===== config.mk =====
export PLATFORM = sky130hd
export DESIGN_NAME = clk_switch_ctrl
export DESIGN_NICKNAME = d
export VERILOG_FILES = /design/src/rtl/clk_switch_ctrl.sv
export SDC_FILE = /design/constraint.sdc
export NUM_CORES = 1
export LEC_CHECK = 0
export ABC_AREA = 1
export CORE_MARGIN = 2
export CORE_UTILIZATION = 60
export DETAILED_ROUTE_END_ITERATION = 10
export DONT_BUFFER_PORTS = 1
export PLACE_DENSITY = 0.83
export SYNTH_ARGS = -nofsm -noshare
export SYNTH_HDL_FRONTEND = slang
export SYNTH_SLANG_ARGS = --single-unit

===== constraint.sdc =====
create_clock -name clk -period 2.4 [get_ports clk]
set_input_delay 0.48 -clock clk [delete_from_list [all_inputs] [get_ports clk]]
set_output_delay 0.48 -clock clk [all_outputs]
set_load 0.01 [all_outputs]

===== src/rtl/clk_switch_ctrl.sv =====
// Sequencing controller for a glitch-free clock switch: registered select,
// settle window after every change, and fallback to clk0 when the PLL loses lock.
module clk_switch_ctrl #(
  parameter int unsigned SETTLE_CYCLES = 16,
  parameter int unsigned CNT_W         = 8
) (
  input  logic clk,
  input  logic rst,
  input  logic req_valid,
  input  logic req_sel,
  output logic req_ready,
  input  logic pll_lock,
  output logic sel,
  output logic busy,
  output logic done,
  output logic err
);

  generate
    if (SETTLE_CYCLES < 1 || SETTLE_CYCLES > 255) begin : g_bad_settle
      $error("SETTLE_CYCLES must be in 1..255");
    end
    if (CNT_W < $clog2(SETTLE_CYCLES + 1)) begin : g_bad_cnt_w
      $error("CNT_W too narrow for SETTLE_CYCLES");
    end
  endgenerate

  localparam logic [CNT_W-1:0] RELOAD = CNT_W'(SETTLE_CYCLES - 1);

  typedef enum logic [0:0] {
    IDLE   = 1'b0,
    SETTLE = 1'b1
  } state_t;

  state_t           state_q;
  logic [CNT_W-1:0] cnt_q;
  logic             sync1_q;
  logic             lock_s_q;
  logic             sel_q;
  logic             busy_q;
  logic             done_q;
  logic             err_q;
  logic             accept_s;
  logic             lock_loss_s;

  assign req_ready   = ~busy_q & ~rst;
  assign accept_s    = req_valid & req_ready;
  // Lock loss only matters while running from clk1; a settle toward clk0 ignores lock.
  assign lock_loss_s = sel_q & ~lock_s_q;

  assign sel  = sel_q;
  assign busy = busy_q;
  assign done = done_q;
  assign err  = err_q;

  always_ff @(posedge clk) begin
    if (rst) begin
      sync1_q  <= 1'b0;
      lock_s_q <= 1'b0;
    end else begin
      sync1_q  <= pll_lock;
      lock_s_q <= sync1_q;
    end
  end

  always_ff @(posedge clk) begin
    if (rst) begin
      state_q <= IDLE;
      cnt_q   <= '0;
      sel_q   <= 1'b0;
      busy_q  <= 1'b0;
      done_q  <= 1'b0;
      err_q   <= 1'b0;
    end else begin
      done_q <= 1'b0;
      err_q  <= 1'b0;
      // Fallback wins over any request accepted on the same edge.
      if (lock_loss_s) begin
        sel_q   <= 1'b0;
        cnt_q   <= RELOAD;
        state_q <= SETTLE;
        busy_q  <= 1'b1;
        err_q   <= 1'b1;
      end else begin
        case (state_q)
          SETTLE: begin
            if (cnt_q == '0) begin
              state_q <= IDLE;
              busy_q  <= 1'b0;
              done_q  <= 1'b1;
            end else begin
              cnt_q <= cnt_q - CNT_W'(1);
            end
          end
          IDLE: begin
            if (accept_s) begin
              if (req_sel == sel_q) begin
                done_q <= 1'b1;
              end else if (req_sel && !lock_s_q) begin
                err_q <= 1'b1;
              end else begin
                sel_q   <= req_sel;
                cnt_q   <= RELOAD;
                state_q <= SETTLE;
                busy_q  <= 1'b1;
              end
            end
          end
          default: begin
            state_q <= IDLE;
            busy_q  <= 1'b0;
          end
        endcase
      end
    end
  end

endmodule


==> results of run 1 <==
==> sequential cells by signal, indices dropped and copies added, names as in the netlist <==
register	count
sel	1
sync1_q	1
done	1
busy	1
cnt_q	8
state_q	1
lock_s_q	1
err	1
==> critical path, cell delays in order (launching register included) <==
cell	delay [ns]
dfxtp_1	0.33
inv_1	0.16
ha_1	0.21
nand2_2	0.09
nor2_4	0.15
nor2_4	0.06
nor2_8	0.13
nand2_2	0.09
nand3_1	0.08
nand2_1	0.06
==> routing by layer <==
| layer | vias up | share of wire |
|---|---|---|
| li1 | 402 | - |
| met1 | 364 | 0.45 |
| met2 | 11 | 0.49 |
| met3 | 7 | 0.031 |
| met4 | 0 | 0.031 |
| met5 | - | 0 |
==> path summary, 6_finish.rpt <==
| kind | to | cells past startpoint |
|---|---|---|
| setup / recovery | cnt_q[3]$_SDFFE_PP0P_ | 9 |
| hold / removal | busy$_SDFFE_PP0P_ | 1 |
| setup reg to reg | cnt_q[3]$_SDFFE_PP0P_ | 9 |
| hold reg to reg | lock_s_q$_SDFF_PP0_ | 2 |
==> layout make-up <==
type,count,area [µm²]
multi-input combinational,91,529
tap,16,20.0
inverter,19,71.3
clock buffer,4,26.3
sequential,15,300
fill,137,524
==> stage by stage <==
step | setup WS (ns) | hold WS [ns] | area [µm²] | instances | util
2_1_floorplan | 1.01 | 0.388 | 912 | 126 | -
3_3_place_gp | 1.04 | 0.389 | 921 | 141 | 0.626
3_5_place_dp | 0.969 | 0.394 | 921 | 141 | 0.626
4_1_cts | 0.954 | 0.235 | 947 | 145 | 0.644
5_1_grt | 0.800 | 0.230 | 947 | 145 | 0.644
6_report | 0.948 | 0.230 | 947 | 145 | 0.644
==> cells in the mapped netlist, drive strengths merged <==
library cell	instances
o21a	1
buf	1
a21o	1
a211oi	1
nand3	15
nand4	3
nand2	29
nor2	29
ha	2
inv	19
dfxtp	15
o21ai	3
a21oi	7
==> report_power, final <==
part	switching (µW)	internal [µW]
logic	125	62.9
clock network	90.4	65.0
registers	19.4	266
total	235	394
==> kinds of logic (layout without fill, tap and decap cells) <==
family,Yosys count,after routing
compound gates,13,13
fa+ha+maj,2,2
buf+inv,20,23
flops,15,15
simple gates,76,76
==> impl_metrics.env, run 1 <==
export IMPL_io_pin_count=10
export IMPL_fmax_mhz=689
export IMPL_drv_slew=0
export IMPL_crit_type="reg2reg"
export IMPL_routabilityCongestion=0.928
export IMPL_syn_area_um2=912
export IMPL_wl_per_cell_um=13.6
export IMPL_critical_path_startpoint="cnt_q[0]$_SDFFE_PP0P_"
export IMPL_grt_pass1_vias=745
export IMPL_use_met3=0.0468
export IMPL_ctsResizeCount=0
export IMPL_die_x_um=43.0
export IMPL_insertion_delay_ns=0.30
export IMPL_status="finished, final reports clean"
export IMPL_worst_pin_slew_ns=0.309
export IMPL_min_from="rst"
export IMPL_drv_cap=0
export IMPL_ys_types=23
export IMPL_initialDrtViolationCount=6
export IMPL_antenna_cells=0
export IMPL_drive_gt1_frac=0.171
export IMPL_drt_pass1_iterations=4
export IMPL_grt_overflow=0
export IMPL_yosysTopAreaCellShare=0.329
export IMPL_rows=14
export IMPL_syn_to_final_growth_pct=3.84
export IMPL_layout_common_cells="nand2_1 (25), nor2_1 (21), inv_1 (17)"
export IMPL_holdBufCountCts=0
export IMPL_ys_seq_area_frac=0.329
export IMPL_start_util=0.620
export IMPL_ys_warn_count=0
export IMPL_wirelength_um=1980
export IMPL_clockRootBuffer="clkbuf_4"
export IMPL_postSynthCellCount=126
export IMPL_num_nets_final=137
export IMPL_clk_path_buf_depth=2
export IMPL_power_density_nw_per_um2=664
export IMPL_cts_tree="yes"
export IMPL_critPathMaxFanout=7
export IMPL_grt_util_met1=0.314
export IMPL_r2r_slack_ns=0.95
export IMPL_antenna_found_initial=0
export IMPL_setup_tns_ns=0
export IMPL_synth_nets=133
export IMPL_cp_start_kind="flop"
export IMPL_die_area_um2=1850
export IMPL_track_usage=0.254
export IMPL_clkSlewWorstSetupHoldPaths_ns=0.10
export IMPL_grt_pass1_wl_um=3370
export IMPL_slew_limit_headroom=0.793
export IMPL_synthSimpleGateAreaFrac=0.461
export IMPL_endpoint_kind="flop"
export IMPL_finClkSkew_ns=0.00655
export IMPL_die_y_um=43.0
export IMPL_leakage_uw=0.000441
export IMPL_synth_compound_area_frac=0.0919
export IMPL_grt_busiest_layer="met2"
export IMPL_period_share=0.605
export IMPL_arrival_ns=1.66
export IMPL_htree_levels=1
export IMPL_use_met2=0.385
export IMPL_avgViaCountPerCell=5.41
export IMPL_clock_sinks=15
export IMPL_hold_violations=0
export IMPL_mostFrequentLayoutCell="nand2_1"
export IMPL_syn_mean_instance_area_um2=7.24
export IMPL_setup_viol=0
export IMPL_crit_required_ns=2.61
export IMPL_ir_worst_vdd_uv=523
export IMPL_portBuffers=0
export IMPL_dr_total_vias=784
export IMPL_ant_nets=0
export IMPL_period_minus_slack_ns=1.45
export IMPL_dpl_hpwl_um=1530
export IMPL_cts_buffers=3
export IMPL_grt_start_max_net_pins=9
export IMPL_synth_area_leaders="dfxtp_1 (33%), nand2_1 (10%), nor2_1 (8.6%)"
export IMPL_synthMuxAreaShare=0
export IMPL_regToRegStartpoint="cnt_q[0]$_SDFFE_PP0P_"
export IMPL_synthXorXnorAreaFrac=0
export IMPL_synth_top_family_by_area="simple AND/OR/NAND/NOR gates"
export IMPL_post_cts_buffers=0
export IMPL_synthAdderAreaFrac=0.0274
export IMPL_synth_seq_cells=15
export IMPL_synth_top_area_cell="dfxtp_1"
export IMPL_post_route_drc_count=0
export IMPL_rsz0062_at_grt="no"
export IMPL_power_total_uw=629
export IMPL_core_um2=1470
export IMPL_hold_path_class="in2reg"
Note: power is estimated with default switching activity, not from simulation.
==> inputs of run 2 (changes only) <==
Settings changed: ABC_AREA 1 to 0, CORE_UTILIZATION 60 to 59, PLACE_DENSITY 0.83 to 0.82.
Clock period 2.4 ns to 1.39 ns, I/O delays scaled along.
==> impl_metrics.env, run 2 <==
export IMPL_ys_types=31
export IMPL_regToRegStartpoint="cnt_q[0]$_SDFFE_PP0P_"
export IMPL_routabilityCongestion=0.861
export IMPL_ir_worst_vdd_uv=756
export IMPL_crit_chain="inv_2 > ha_4 > nor3b_4 > nand3_2 > a21bo_1 > a221oi_2"
export IMPL_synth_seq_cells=15
export IMPL_fmax_mhz=675
export IMPL_synth_top_family_by_area="simple AND/OR/NAND/NOR gates"
export IMPL_cts_buffers=3
export IMPL_period_share=1.07
export IMPL_r2r_end="done$_SDFF_PP0_"
export IMPL_internal_power_uw=615
export IMPL_status="complete, but fails checks"
export IMPL_synthXorXnorAreaFrac=0.0110
export IMPL_worst_pin_slew_ns=0.341
export IMPL_top_register="cnt_q"
export IMPL_num_nets_final=122
export IMPL_swShare=0.251
export IMPL_clkSlewWorstSetupHoldPaths_ns=0.09
export IMPL_fill_cells=52
export IMPL_synthArstFlopShare=0
export IMPL_holdBufCountCts=0
export IMPL_syn_area_um2=793
export IMPL_whs_endpoint="busy$_SDFFE_PP0P_"
export IMPL_p_clk_frac=0.304
export IMPL_dr_total_vias=864
export IMPL_yosysTopAreaCellShare=0.379
export IMPL_setup_viol=10
export IMPL_synth_top_area_cell="dfxtp_1"
export IMPL_synthMuxAreaShare=0.0631
export IMPL_cpPeakStageDelay_ns=0.34
export IMPL_whs_path_depth=1
export IMPL_power_density_nw_per_um2=721
export IMPL_htree_levels=1
export IMPL_critPathBufInv=1
export IMPL_post_route_drc_count=0
export IMPL_finClkSkew_ns=0.00173
export IMPL_postSynthCellCount=88
export IMPL_wirelength_um=2520
export IMPL_synth_most_common_cell="dfxtp_1"
export IMPL_worst_r2r_path_depth=6
export IMPL_mostFrequentLayoutCell="buf_4"
export IMPL_synth_area_leaders="dfxtp_1 (38%), mux2i_1 (6.3%), a21oi_1 (5.7%)"
export IMPL_cts_tree="yes"
export IMPL_ys_seq_area_frac=0.379
export IMPL_grt_pass1_vias=758
export IMPL_synth_flop_cell="dfxtp_1"
export IMPL_rsz0062_at_grt="yes"
export IMPL_antenna_found_initial=0
export IMPL_wl_per_cell_um=19.6
export IMPL_leakage_uw=0.000460
export IMPL_finalWorstSetupSlack_ns=-0.0919
export IMPL_drive_gt1_frac=0.456
export IMPL_die_x_um=40.7
export IMPL_die_area_um2=1650
export IMPL_grt_start_max_net_pins=22
export IMPL_synth_nets=95
export IMPL_clockRootBuffer="clkbuf_4"
export IMPL_pwr_share_comb=0.151
export IMPL_core_um2=1280
export IMPL_dpl_hpwl_um=1380
export IMPL_syn_to_final_growth_pct=43.7
export IMPL_synthSimpleGateAreaFrac=0.301
export IMPL_p_seq_frac=0.545
export IMPL_grt_pass1_wl_um=3340
export IMPL_start_util=0.617
export IMPL_power_total_uw=821
export IMPL_period_minus_slack_ns=1.48
export IMPL_synthAdderAreaFrac=0.0315
export IMPL_critical_path_slowest_cell="dfxtp_2"
export IMPL_drv_slew=0
export IMPL_crit_family="compound AO/OA/AOI/OAI gates"
export IMPL_drv_cap=0
export IMPL_slew_limit_headroom=0.773
export IMPL_layout_common_cells="buf_4 (24), dfxtp_1 (12), a21oi_1 (5), nand2_1 (5), mux2i_1 (5)"
export IMPL_clock_sinks=15
export IMPL_hold_violations=0
export IMPL_ys_warn_count=0
export IMPL_cp_start_kind="flop"
export IMPL_synth_edf_count=0
export IMPL_syn_mean_instance_area_um2=9.01
export IMPL_largest_reg_flops=8
export IMPL_grt_overflow=0
export IMPL_endpoint_kind="flop"
export IMPL_initialDrtViolationCount=38
export IMPL_hold_path_class="in2reg"
export IMPL_arrival_ns=1.68
export IMPL_drt_pass1_iterations=5
export IMPL_ant_nets=0
export IMPL_power_switching_uw=206
export IMPL_min_from="rst"
export IMPL_die_y_um=40.7
export IMPL_r2r_slack_ns=-0.09
export IMPL_rows=13
export IMPL_clk_path_buf_depth=2
export IMPL_portBuffers=0
export IMPL_antenna_cells=0
export IMPL_track_usage=0.313
export IMPL_crit_type="reg2reg"
export IMPL_io_pin_count=10
export IMPL_avgViaCountPerCell=6.70
export IMPL_critPathMaxFanout=3
export IMPL_synth_compound_area_frac=0.186
export IMPL_crit_required_ns=1.59
export IMPL_holdWs_ns=0.0479
export IMPL_insertion_delay_ns=0.28
export IMPL_violations="setup timing"
export IMPL_synth_common_cells="dfxtp_1 (15), a21oi_1 (9), mux2i_1 (5), nand2_1 (5), nor2_1 (5)"
## run 2: changes by cell type after synthesis, moves of 5 or more
cell     delta
nand2_1    -20
nor2_1     -16
inv_1      -13
nand3_1     -9
mux2i_1     +5
## run 2: layout make-up
cell class	count	area, µm²	area share
Sequential cell	15	307	0.269
Multi-Input combinational cell	67	593	0.520
Clock buffer	4	26.3	0.0231
Inverter	4	15.0	0.0132
Tap cell	15	18.8	0.0165
Timing Repair Buffer	24	180	0.158
## run 2: worst max-delay path by stage
stage | slack [ns] | depth (start not counted) | to | from
after floorplan | -0.003 | 4 | cnt_q[0]$_SDFFE_PP0P_ | busy$_SDFFE_PP0P_
after global placement | -0.04 | 4 | cnt_q[3]$_SDFFE_PP0P_ | cnt_q[2]$_SDFFE_PP0P_
after detailed placement | -0.12 | 6 | cnt_q[0]$_SDFFE_PP0P_ | cnt_q[0]$_SDFFE_PP0P_
after CTS | -0.05 | 5 | cnt_q[6]$_SDFFE_PP0P_ | sel$_SDFFE_PP0P_
after global routing | -0.17 | 6 | done$_SDFF_PP0_ | cnt_q[0]$_SDFFE_PP0P_
final | -0.09 | 6 | done$_SDFF_PP0_ | cnt_q[0]$_SDFFE_PP0P_
## run 2: power by group through the flow
| stage | Combinational [µW] | Clock [µW] | Sequential (µW) |
|---|---|---|---|
| 5_1_grt | 132 | 269 | 449 |
| 2_1_floorplan | 59.8 | 0 | 457 |
| 6_report | 124 | 250 | 447 |
| 3_3_place_gp | 79.4 | 0 | 455 |
| 3_5_place_dp | 81.7 | 0 | 456 |
| 4_1_cts | 100 | 254 | 447 |
## run 2: kinds of logic (layout without fill, tap and decap cells)
| group | count (synthesis) | in the layout |
|---|---|---|
| AOI/OAI and AO/OA | 22 | 22 |
| xor gates and xnor gates | 1 | 1 |
| adders and majority gates | 2 | 2 |
| buffers and inverters | 6 | 32 |
| DFF | 15 | 15 |
| muxes | 5 | 5 |
| and+or+nand+nor | 37 | 37 |
## run 2: repair_timing
action | in CTS | in global routing
buffers inserted | 4 | 4
resized for setup | 12 | 14
setup endpoints to repair | 9 | 11
pin swaps | 9 | 11
## run 2: per-layer routing
| layer | wire length (µm) | up-vias | GRT usage |
|---|---|---|---|
| li1 | - | 384 | - |
| met1 | 949 | 393 | 0.357 |
| met2 | 1240 | 65 | 0.536 |
| met3 | 198 | 22 | 0.0652 |
| met4 | 137 | 0 | 0.175 |
| met5 | 0 | - | 0 |
## run 2: worst reg2reg max path: stages, from the launching register on
cell and delay [ns]:
dfxtp_2 0.34, inv_2 0.07, ha_4 0.11, nor3b_4 0.29
nand3_2 0.14, a21bo_1 0.22, a221oi_2 0.23
## run 2: stage by stage
step                instance area (µm²)  utilization  cells  setup WS [ns]  setup TNS (ns)
finish                             1140        0.887    129        -0.0919          -0.635
global route                       1140        0.887    129         -0.174           -1.47
CTS                                1050        0.817    125        -0.0470          -0.178
detailed placement                  937        0.729    117         -0.118          -0.494
global placement                    937        0.729    117        -0.0414          -0.236
floorplan                           806            -     88       -0.00309        -0.00619
